## config.mk

```make
export PLATFORM = sky130hd
export DESIGN_NAME = signed_sat_accumulator
export DESIGN_NICKNAME = d
export VERILOG_FILES = /design/src/rtl/sat_acc_pkg.sv /design/src/rtl/sat_add.sv /design/src/rtl/signed_sat_accumulator.sv
export SDC_FILE = /design/constraint.sdc
export NUM_CORES = 1
export LEC_CHECK = 0
export ABC_AREA = 0
export BUFFER_PORTS_ARGS = -buffer_cell sky130_fd_sc_hd__buf_2
export CAP_MARGIN = 25
export CORE_ASPECT_RATIO = 1.1
export CORE_MARGIN = 5
export CORE_UTILIZATION = 45
export DETAILED_ROUTE_END_ITERATION = 7
export GPL_TIMING_DRIVEN = 0
export HOLD_SLACK_MARGIN = 0.15
export PLACE_DENSITY_LB_ADDON = 0.08
export SYNTH_ARGS = -nofsm -noshare
export SYNTH_HDL_FRONTEND = slang
export SYNTH_SLANG_ARGS = --single-unit
export TNS_END_PERCENT = 50
```

## constraint.sdc

```tcl
create_clock -name clk -period 4.2 [get_ports clk]
set_input_delay 0.42 -clock clk [delete_from_list [all_inputs] [get_ports clk]]
set_output_delay 0.42 -clock clk [all_outputs]
set_load 0.05 [all_outputs]
```

## src/rtl/sat_acc_pkg.sv

```systemverilog
// rtl/sat_acc_pkg.sv - shared types and helpers for the signed saturating accumulator
package sat_acc_pkg;

  // Collecting samples vs. presenting a finished frame result
  typedef enum logic {
    ACC  = 1'b0,
    HOLD = 1'b1
  } state_t;

  // Largest value representable in an acc_w-bit two's-complement word
  function automatic int sat_max(input int acc_w);
    return (1 << (acc_w - 1)) - 1;
  endfunction

  // Smallest value representable in an acc_w-bit two's-complement word
  function automatic int sat_min(input int acc_w);
    return -(1 << (acc_w - 1));
  endfunction

  // Sign-extend the low w bits of d to 32 bits; callers truncate to the width they need
  function automatic logic signed [31:0] sext(input logic [31:0] d, input int w);
    logic signed [31:0] t;
    t = d << (32 - w);
    return t >>> (32 - w);
  endfunction

endpackage

```

## src/rtl/sat_add.sv

```systemverilog
// rtl/sat_add.sv - combinational saturating add of a signed sample into the accumulator
module sat_add #(
  parameter int W     = 4,
  parameter int ACC_W = 6
) (
  input  logic [ACC_W-1:0] acc,
  input  logic [W-1:0]     sample,
  output logic [ACC_W-1:0] result,
  output logic             clamp
);
  import sat_acc_pkg::*;

  localparam logic signed [ACC_W:0] MAX_S = (ACC_W + 1)'(sat_max(ACC_W));
  localparam logic signed [ACC_W:0] MIN_S = (ACC_W + 1)'(sat_min(ACC_W));

  logic signed [ACC_W:0] sample_x;
  logic signed [ACC_W:0] sum;

  // One guard bit above the accumulator is enough to hold any single-sample excursion
  assign sample_x = (ACC_W + 1)'(sext(32'(sample), W));

  // Add, then clamp to the rails and flag whenever clamping happened
  always_comb begin
    sum    = $signed({acc[ACC_W-1], acc}) + sample_x;
    result = sum[ACC_W-1:0];
    clamp  = 1'b0;
    if (sum > MAX_S) begin
      result = MAX_S[ACC_W-1:0];
      clamp  = 1'b1;
    end else if (sum < MIN_S) begin
      result = MIN_S[ACC_W-1:0];
      clamp  = 1'b1;
    end
  end

endmodule

```

## src/rtl/signed_sat_accumulator.sv

```systemverilog
// rtl/signed_sat_accumulator.sv - frames COUNT signed samples into a saturating sum (SAT_ACC_BACK_TO_BACK_EN removes the per-frame bubble)
module signed_sat_accumulator #(
  parameter int W     = 4,
  parameter int ACC_W = 6,
  parameter int COUNT = 8
) (
  input  logic             clk,
  input  logic             rst_n,
  input  logic             in_valid,
  output logic             in_ready,
  input  logic [W-1:0]     in_data,
  input  logic             in_overflow,
  output logic             out_valid,
  input  logic             out_ready,
  output logic [ACC_W-1:0] out_data,
  output logic             out_sat,
  output logic             out_overflow
);
  import sat_acc_pkg::*;

  localparam int CW = $clog2(COUNT);
  localparam logic [CW-1:0] LAST = CW'(COUNT - 1);

  state_t           state;
  logic [ACC_W-1:0] acc;
  logic [CW-1:0]    cnt;
  logic             sat_flag;
  logic             ovf_flag;

  logic [ACC_W-1:0] add_result;
  logic             add_clamp;
  logic             accept;

  sat_add #(
    .W     (W),
    .ACC_W (ACC_W)
  ) u_sat_add (
    .acc    (acc),
    .sample (in_data),
    .result (add_result),
    .clamp  (add_clamp)
  );

`ifdef SAT_ACC_BACK_TO_BACK_EN
  // While a result is held, a sample may enter only in the cycle the result leaves
  assign in_ready = (state == ACC) || out_ready;
`else
  // Samples are refused while a result is held, costing one bubble per frame
  assign in_ready = (state == ACC);
`endif

  assign accept = in_valid && in_ready;

  // Frame FSM: accumulate, count, latch the frame result and release it on handshake
  always_ff @(posedge clk or negedge rst_n) begin
    if (!rst_n) begin
      state        <= ACC;
      acc          <= '0;
      cnt          <= '0;
      sat_flag     <= 1'b0;
      ovf_flag     <= 1'b0;
      out_valid    <= 1'b0;
      out_data     <= '0;
      out_sat      <= 1'b0;
      out_overflow <= 1'b0;
    end else begin
      if (state == HOLD && out_ready) begin
        out_valid <= 1'b0;
        state     <= ACC;
      end
      if (accept) begin
        if (cnt == LAST) begin
          // Final sample: publish the frame including this sample, then start clean
          out_data     <= add_result;
          out_sat      <= sat_flag | add_clamp;
          out_overflow <= ovf_flag | in_overflow;
          out_valid    <= 1'b1;
          state        <= HOLD;
          acc          <= '0;
          cnt          <= '0;
          sat_flag     <= 1'b0;
          ovf_flag     <= 1'b0;
        end else begin
          acc      <= add_result;
          cnt      <= cnt + 1'b1;
          sat_flag <= sat_flag | add_clamp;
          ovf_flag <= ovf_flag | in_overflow;
        end
      end
    end
  end

endmodule

```

# Yosys cells after proc, flatten, opt, wreduce, memory -nomap -nowiden
# Cells that the tools add are included.
# op_classes
eq_ne	1
n_lt_le_gt_ge	2
n_addsub	2
bitwise	3
mux	14
reduce_logical	3
# op_table
operator	n
$mux W6	3
$mux W1	10
$add A6 B4 Y7	1
$gt A7 B6 Y1 const B	1
$lt A7 B6 Y1 const B	1
$add A3 B1 Y3 const B	1
$eq A3 B3 Y1 const B	1
$mux W3	1
$logic_and A1 B1 Y1	2
$or A1 B1 Y1	2
$reduce_and A2 Y1	1
$not A1 Y1	1
# word_totals
register_bits	21
in_bits	9
out_inout_bits	10
wordCells	34

# Longest topological paths before layout
# Gate-level depths: netlist of the first run.
# logic_depth
ltp_word	6
depth_mapped	8

# Cells and area by module
# A second synthesis of the first run with hierarchy kept.
# unflattened
cells_unflattened	105
hier_area_um2	1271.2
# modules_own_cells
mod	area_each_um2	n_inst	cells_each
signed_sat_accumulator	914.6	1	64
sat_add	356.6	1	41

# Worst setup path before layout of the first run
# No wires, ideal clock.
# synth_timing
path_type	input-to-reg
start	in in_data[0]
end	reg out_data[3]
path_slack_ns	2.134
t_required_ns	4.123
setup_time_ns	0.077
arrival_time_ns	1.989
path_stages	8
cell_sequence	ha_1 -> inv_1 -> fa_1 -> nand2b_1 -> a21oi_1 -> o31ai_4 -> maj3_1 -> o21ai_1
# synth_via
elab_chain_len	4
word_cells_on_any_way	5
# synth_rtl
item	line	rtl
start, declared	signed_sat_accumulator.sv:11	input logic [W-1:0] in_data,
$add A6 B4 Y7 *	sat_add.sv:24	sum = $signed({acc[ACC_W-1], acc}) + sample_x;
$lt A7 B6 Y1	sat_add.sv:30	end else if (sum < MIN_S) begin
$mux W6	sat_add.sv:30	
$mux W6 *	sat_add.sv:27	if (sum > MAX_S) begin
end signal, assigned	signed_sat_accumulator.sv:74	out_data <= add_result;
end, declared	signed_sat_accumulator.sv:15	output logic [ACC_W-1:0] out_data,
# Mark *: on every way between the ends. The rest lies on a longest branch, timed or not.
# A chain may end at the register's enable or synchronous reset.

# Worst setup path in the final report of the first run
# layout_timing
start	reg acc[0]
end	reg out_data[2]
# layout_via
elab_chain_len	4
word_cells_on_any_way	5
# layout_rtl
item	line	rtl
start, declared	signed_sat_accumulator.sv:25	logic [ACC_W-1:0] acc;
start signal, assigned	signed_sat_accumulator.sv:84	acc <= add_result;
$add A6 B4 Y7 *	sat_add.sv:24	
$lt A7 B6 Y1	sat_add.sv:30	
$mux W6	sat_add.sv:30	
$mux W6 *	sat_add.sv:27	
# Marks and branches as above.

==> results of run 1 <==
## layout make-up
type | instances | area share, %
multi-input combinational | 88 | 45.1
inverter | 6 | 1.71
tap | 31 | 2.95
buffer | 2 | 0.571
sequential | 21 | 40.0
timing repair buffer | 19 | 7.62
clock buffer | 4 | 2.00
## per-stage QoR
step | power (mW) | utilization [%] | instances
floorplan | 0.908 | - | 117
global placement | 1.05 | 51.7 | 166
detailed placement | 1.06 | 51.7 | 166
CTS | 1.16 | 53.1 | 171
global route | 1.25 | 53.1 | 171
finish | 1.15 | 53.1 | 171
## per-layer routing
| layer | up-vias | wire length [µm] | part of all wire (%) |
|---|---|---|---|
| li1 | 443 | - | - |
| met1 | 388 | 1070 | 48 |
| met2 | 13 | 1050 | 47 |
| met3 | 4 | 60 | 2.7 |
| met4 | 0 | 52 | 2.3 |
| met5 | - | 0 | 0 |
## layout by cell type, fill, tap and decap left out
cell type and instances:
maj3_1 4, nand2_1 23, o22ai_1 1, a21oi_1 4, dlygate4sd3_1 1, xor2_1 2
o21ai_2 1, nor4_4 1, xnor2_1 2, buf_2 18, ha_1 8, inv_1 6
fa_1 1, nand3b_1 1, nor2_1 10, and2_1 1, nor3b_1 1, o21a_1 1
nor4b_2 1, o21ai_0 6, clkbuf_1 3, dfrtp_1 21, clkbuf_4 3, o21ai_1 9
and2b_1 1, nand2b_1 4, a211oi_2 1, o31ai_4 1, a31oi_1 1, maj3_2 1
a22o_1 1, nor2b_1 1
## worst paths after layout
path	startpoint	endpoint	slack [ps]
worst max register to register	acc[0]	out_data[2]	1950
worst min register to register	out_overflow	out_overflow	480
worst max-delay path	acc[0]	out_data[2]	1950
worst min-delay path	out_ready	state	310
max in group asynchronous	rst_n	out_valid	3310
min in group asynchronous	rst_n	sat_flag	570
## cells in the mapped netlist (2+ instances only)
| master | n |
|---|---|
| xnor2_1 | 2 |
| nand2_1 | 23 |
| a21oi_1 | 4 |
| ha_1 | 8 |
| o21ai_0 | 6 |
| nand2b_1 | 4 |
| maj3_1 | 4 |
| dfrtp_1 | 21 |
| clkbuf_1 | 2 |
| xor2_1 | 2 |
| nor2_1 | 10 |
| o21ai_1 | 9 |
| inv_1 | 6 |
## power by group
part / switching [mW] / total, mW / internal, mW
Clock: 0.0612 / 0.0983 / 0.0371
Combinational: 0.457 / 0.705 / 0.248
Sequential: 0.0503 / 0.347 / 0.297
Total: 0.568 / 1.15 / 0.582
## timing repair
item                                    4_1_cts  5_1_grt
resized for setup                             0        0
hold endpoints to repair                     21        0
endpoints found under the setup margin        0        0
hold buffers                                  1        0
## registers in the layout, indices dropped and copies added, names as in the netlist
register	cells
out_valid	1
sat_flag	1
out_sat	1
cnt	3
state	1
out_data	6
ovf_flag	1
out_overflow	1
acc	6
## cells by family (layout without fill, tap and decap cells)
kind of cell / Yosys count / count (layout) / synth area share, %
AOI/OAI and AO/OA: 26 / 26 / 14.5
xor gates and xnor gates: 4 / 4 / 3.05
adders and majority gates: 14 / 14 / 14.9
buffers and inverters: 8 / 31 / 2.61
DFF: 21 / 21 / 45.8
and+or+nand+nor: 44 / 44 / 19.2
==> impl_results.md, run 1 <==
* Final nets at 159
* DR WL/cell at 13.0 µm
* Family with the most delay on the worst path: adder cells
* CP arrival at around 2500 ps
* Layout Skew at a little under 10 ps
* Ant diodes at 0
* Pre-CTS setup slack at approximately 1800 ps
* Overall Global Routing Usage at between 10 and 15%
* Synth top area share at between 40% and 50%
* Worst skew pair latency at approximately 310 ps
* Core footprint at approximately 0.0025 mm²
* Multi-input gate area at about 590 µm²
* Filler instances at between 200 and 250
* Cell Area, Placed at approximately 0.0013 mm²
* Clk Tree Root Cell: clkbuf_4
* Leading area contributor after synthesis: dfrtp_1
* Synth Register Bits at 21
* Slowest stage delay, CP at roughly 400 ps
* Crit. End Element: flip-flop
* Distinct cells, synth at 29
* Peak VDD IR at around 0.00047 V
* Design area at 0.00131 mm²
* Final setup fails at 0
* Final worst path period need at 2250 ps
* Register Area at roughly 530 µm²
* Outcome: finished, final reports clean
* Lkg Pwr at about 0.63 nW
* Main synth FF type: dfrtp_1
* Num rows at 19
* Critical Path RT at around 4400 ps
* Period utilization at between 50% and 60%
* Crit path kind: flip-flop to flip-flop
* Worst slew pin tran at about 500 ps
* IO buf count at 18
* Final TNS setup at 0 ps
* Critical path buffers and inverters at 1
* Routed Antenna Nets at 0
* Num ports at 19
* Async set-reset flop share out of synthesis at 100%
* TritonCTS clock tree: built
* Final Max Slew Viols at 0
* Min-Delay Path Depth at 2
* Largest net degree at the start of global routing at 22
* Vias in the first global route at about 850
* Max H-tree Level at 1
* Cts bufs inserted at 3
* Met1 usage at 18.7%
* CTS sink cnt at 21
* Setup crit start kind: flip-flop
* Area Overhead vs Synth at 14.4%
* Global-route wire length before repair at 3970 µm
* GRT busiest layer: met2
* Worst slew margin at 67.2%
* Worst path depth at 8
* DP Wirelength at between 1500 and 2000 µm
* Max-cap violations at 0
* CP max FO at 8
* Worst-path clk slew at between 100 and 150 ps
* CP Cell Sequence: ha_1 -> inv_1 -> fa_1 -> nand2b_1 -> a21oi_1 -> o31ai_4 -> maj3_1 -> o21ai_1
* Chip height at about 63 µm
* Syn avg cell area at 9.82 µm²
* GR Overflow Total at 0
* Post-synthesis cell area at between 0.001 and 0.0015 mm²
* Post-synth EDFFs at 0
* M2 GR Usage at approximately 22%
* Die Footprint at around 0.0037 mm²
* Final WL at 2230 µm
* Layout cell share with drive strength beyond 1 at between 10% and 20%
* Initial antenna violation count at 0
* Sequential element share of the synthesized area at 45.8%
* YS warnings at 0
* Top cells by area, synth: dfrtp_1 46%, ha_1 8.7%, nand2_1 7.5%
* PwrDens at 875 mW/mm²
* Die width at between 50 and 60 µm
* Vias post-DR at 848
* Via density at ~5.0
* Slowest cell on the critical path: maj3_1
* Unrepaired setup endpoints after global routing: false
* Initial Utilization at between 40% and 50%
* Mapped Nets at about 140
* Worst R2R Path Depth at 8
* Fmax at between 0.4 and 0.5 GHz
* Met3 Use GR at around 2.9%
* Synth Instances at approximately 120
* Postcts setup bufs at 0
* Fin. Hold Viols at 0
* DRC Markers at 0
* Worst hold margin at a little over 300 ps
* Final Wtd Congestion at approximately 0.7
* Drt initial violations at 20
* Setup ws final at 1950 ps
* Clock Tree Buf Depth at 2
* Drt first pass iters at 4
* Worst min-delay path category: input pin to flip-flop
(Power assumes the default switching activity.)
==> run 2, diff against run 1 <==
--- a/config.mk
+++ b/config.mk
@@ -5,7 +5,7 @@
 export SDC_FILE = /design/constraint.sdc
 export NUM_CORES = 1
 export LEC_CHECK = 0
-export ABC_AREA = 0
+export ABC_AREA = 1
 export BUFFER_PORTS_ARGS = -buffer_cell sky130_fd_sc_hd__buf_2
 export CAP_MARGIN = 25
 export CORE_ASPECT_RATIO = 1.1
==> constraint.sdc (replaced) <==
create_clock -name clk -period 2.25 [get_ports clk]
set_input_delay 0.225 -clock clk [delete_from_list [all_inputs] [get_ports clk]]
set_output_delay 0.225 -clock clk [all_outputs]
set_load 0.05 [all_outputs]
==> run 2 against run 1 <==
Global-route usage decreased by 0.66 points. Hold slack got worse by 130 ps. Sequential power increased by 87%. Cell count increased by 15%. Utilization increased by 1.4 points. Combinational power increased by 90%. Setup slack got worse by 1600 ps. Design area increased by 5.6%. Clock-buffer cell count decreased by 1. Synthesized cell count increased by 21%.
==> impl_results.md, run 2 <==
* Outcome: finished, final reports clean
* # resized after CTS at 0
* Final Wtd Congestion at 0.713
* Vias post-DR at roughly 950
* Clock Tree Buf Depth at 2
* DRC Markers at 0
* Overall Power at about 2.2 mW
* Crit path kind: flip-flop to flip-flop
* Setup crit start kind: flip-flop
* GR Overflow Total at 0
* Critical path buffers and inverters at 1
* IO buf count at 18
* Peak VDD IR at about 0.00087 V
* Worst-path clk slew at around 120 ps
* Fin. Hold Viols at 0
* Final worst path period need at around 1900 ps
* Distinct cells, synth at 25
* Global-route wire length before repair at about 4000 µm
* Final setup fails at 0
* Drt initial violations at 21
* Top Registers: acc x6, out_data x6, cnt x3
* Area Overhead vs Synth at 14.6%
* Clk Tree Root Cell: clkbuf_4
* Largest net degree at the start of global routing at 22
* PwrDens at approximately 1600 mW/mm²
* Final Max Slew Viols at 0
* Layout Skew at between 10 and 15 ps
* Layout cell share with drive strength beyond 1 at 28.5%
* CP Cell Sequence: ha_1 -> inv_1 -> fa_1 -> nand3b_1 -> nand2_1 -> nand2_1 -> nand2_1 -> nand2_2 -> nand2_4 -> nand2_2 -> nand2_2 -> nand2_1 -> nand2_1
* Num ports at 19
* Vias in the first global route at between 900 and 1000
* Chip height at 64.4 µm
* Overall Global Routing Usage at approximately 14%
* Die width at 59.5 µm
* Pre-CTS setup slack at roughly 340 ps
* CP arrival at 2170 ps
* Worst skew pair latency at between 300 and 400 ps
* Postcts setup bufs at 0
* Final WL at between 2000 and 2500 µm
* DP Wirelength at around 1800 µm
* Fmax at 0.519 GHz
* CP most frequent cell: nand2_1
* Main synth FF type: dfrtp_1
* Top post-synthesis cells by count: 49 x nand2_1, 21 x dfrtp_1, 11 x nand2_2
* Initial antenna violation count at 0
* Slowest cell on the critical path: fa_1
* Worst slew pin tran at 458 ps
* Synth Register Bits at 21
* Max H-tree Level at 1
* Post-synth EDFFs at 0
* Filler instances at 237
* Via density at about 4.8
* Critical Path RT at 2500 ps
* CP max FO at 10
* Core footprint at about 0.0025 mm²
* Die Footprint at about 0.0038 mm²
* Most frequent cells in the layout: 49 x nand2_1, 21 x dfrtp_1, 19 x buf_2
* Setup ws final at about 330 ps
* Worst min-delay path category: input pin to flip-flop
* Ant diodes at 0
* Final TNS setup at 0 ps
* Synth Instances at about 140
* Drt first pass iters at 4
* Cts bufs inserted at 3
* Post-synthesis cell area at between 0.001 and 0.0015 mm²
* Slowest stage delay, CP at 390 ps
* CTS sink cnt at 21
* Num rows at 19
* Routed Antenna Nets at 0
* Most common cell after layout, fill and taps aside: nand2_1
* Period utilization at 85.6%
* Max-cap violations at 0
* YS warnings at 0
* Family with the most delay on the worst path: simple AND/OR/NAND/NOR gates
* Reg-to-reg slack, setup at roughly 330 ps
* Unrepaired setup endpoints after global routing: false
* Sequential element share of the synthesized area at between 40% and 50%
* Synth top area share at 43.4%
* Syn avg cell area at roughly 8.6 µm²
* Top cells by area, synth: dfrtp_1 43%, nand2_1 15%, ha_1 8.3%
* Crit. End Element: flip-flop
* Lkg Pwr at around 0.78 nW
* DR WL/cell at about 12 µm
* Final nets at about 180
* Worst slew margin at between 60 and 70%
* CTS Hold Buffers Added at 2
* Mapped Nets at ~160
* Initial Utilization at a little under half
* Leading area contributor after synthesis: dfrtp_1
* Most numerous cell in the Yosys netlist: nand2_1
* Async set-reset flop share out of synthesis at 100%
* TritonCTS clock tree: built
-- run 2: cell count changes in the layout (fill, tap and decap cells not counted), moves of 4 or more --
| cell | change |
|---|---|
| nand2b_1 | -4 |
| maj3_1 | -4 |
| nand3_1 | +8 |
| nand2_1 | +26 |
| o21ai_1 | -7 |
| o21ai_0 | -4 |
| nor2_1 | -7 |
| nand2_2 | +11 |
| inv_2 | +6 |
-- run 2: through the flow --
stage | std cells | util [%] | instance area, µm² | hold slack (ps)
2_1_floorplan | 141 | - | 1210 | -70.6
3_3_place_gp | 190 | 52.7 | 1340 | 198
3_5_place_dp | 190 | 52.7 | 1340 | 211
4_1_cts | 196 | 54.5 | 1390 | 182
5_1_grt | 196 | 54.5 | 1390 | 208
6_report | 196 | 54.5 | 1390 | 178
-- run 2: logic make-up after synthesis --
family	share of synthesized area, %
AOI/OAI and AO/OA	4.44
DFF	43.4
adders and majority gates	9.92
buffers and inverters	5.68
and+or+nand+nor	34.4
xor gates and xnor gates	2.17
-- run 2: final timing paths --
check                             from           end  depth (start not counted)
setup reg to reg                acc[0]   out_data[3]                         13
max in group asynchronous        rst_n        acc[2]                          2
hold / removal             in_overflow  out_overflow                          3
min in group asynchronous        rst_n   out_data[5]                          2
hold reg to reg              out_valid     out_valid                          2
setup / recovery                acc[0]   out_data[3]                         13
-- run 2: layer usage --
metal | vias up | track usage (%) | part of all wire, %
met1 | 432 | 18.6 | 47
met2 | 16 | 20.6 | 47
met3 | 4 | 2.38 | 4.6
li1 | 495 | - | -
met5 | - | 0 | 0
met4 | 0 | 6.52 | 1.4
-- run 2: report_power, final --
part,internal [mW],switching [mW]
Sequential,0.552,0.0963
Clock,0.0663,0.117
Combinational,0.439,0.899
Total,1.06,1.11
-- run 2: area by class of cell --
class	instances	area [µm²]	area share, %
clock buffers	3	22.5	1.62
clock inverters	1	5.00	0.361
well taps	31	38.8	2.80
repair buffers	20	110	7.94
inverters	15	56.3	4.06
plain buffers	2	12.5	0.902
flip-flops and latches	21	526	37.9
multi-input cells	103	617	44.5
-- run 2: tightest hold or removal path, cell delays in order --
cell	delay, ps
buf_2	70
nor2_1	40
o21ai_1	110
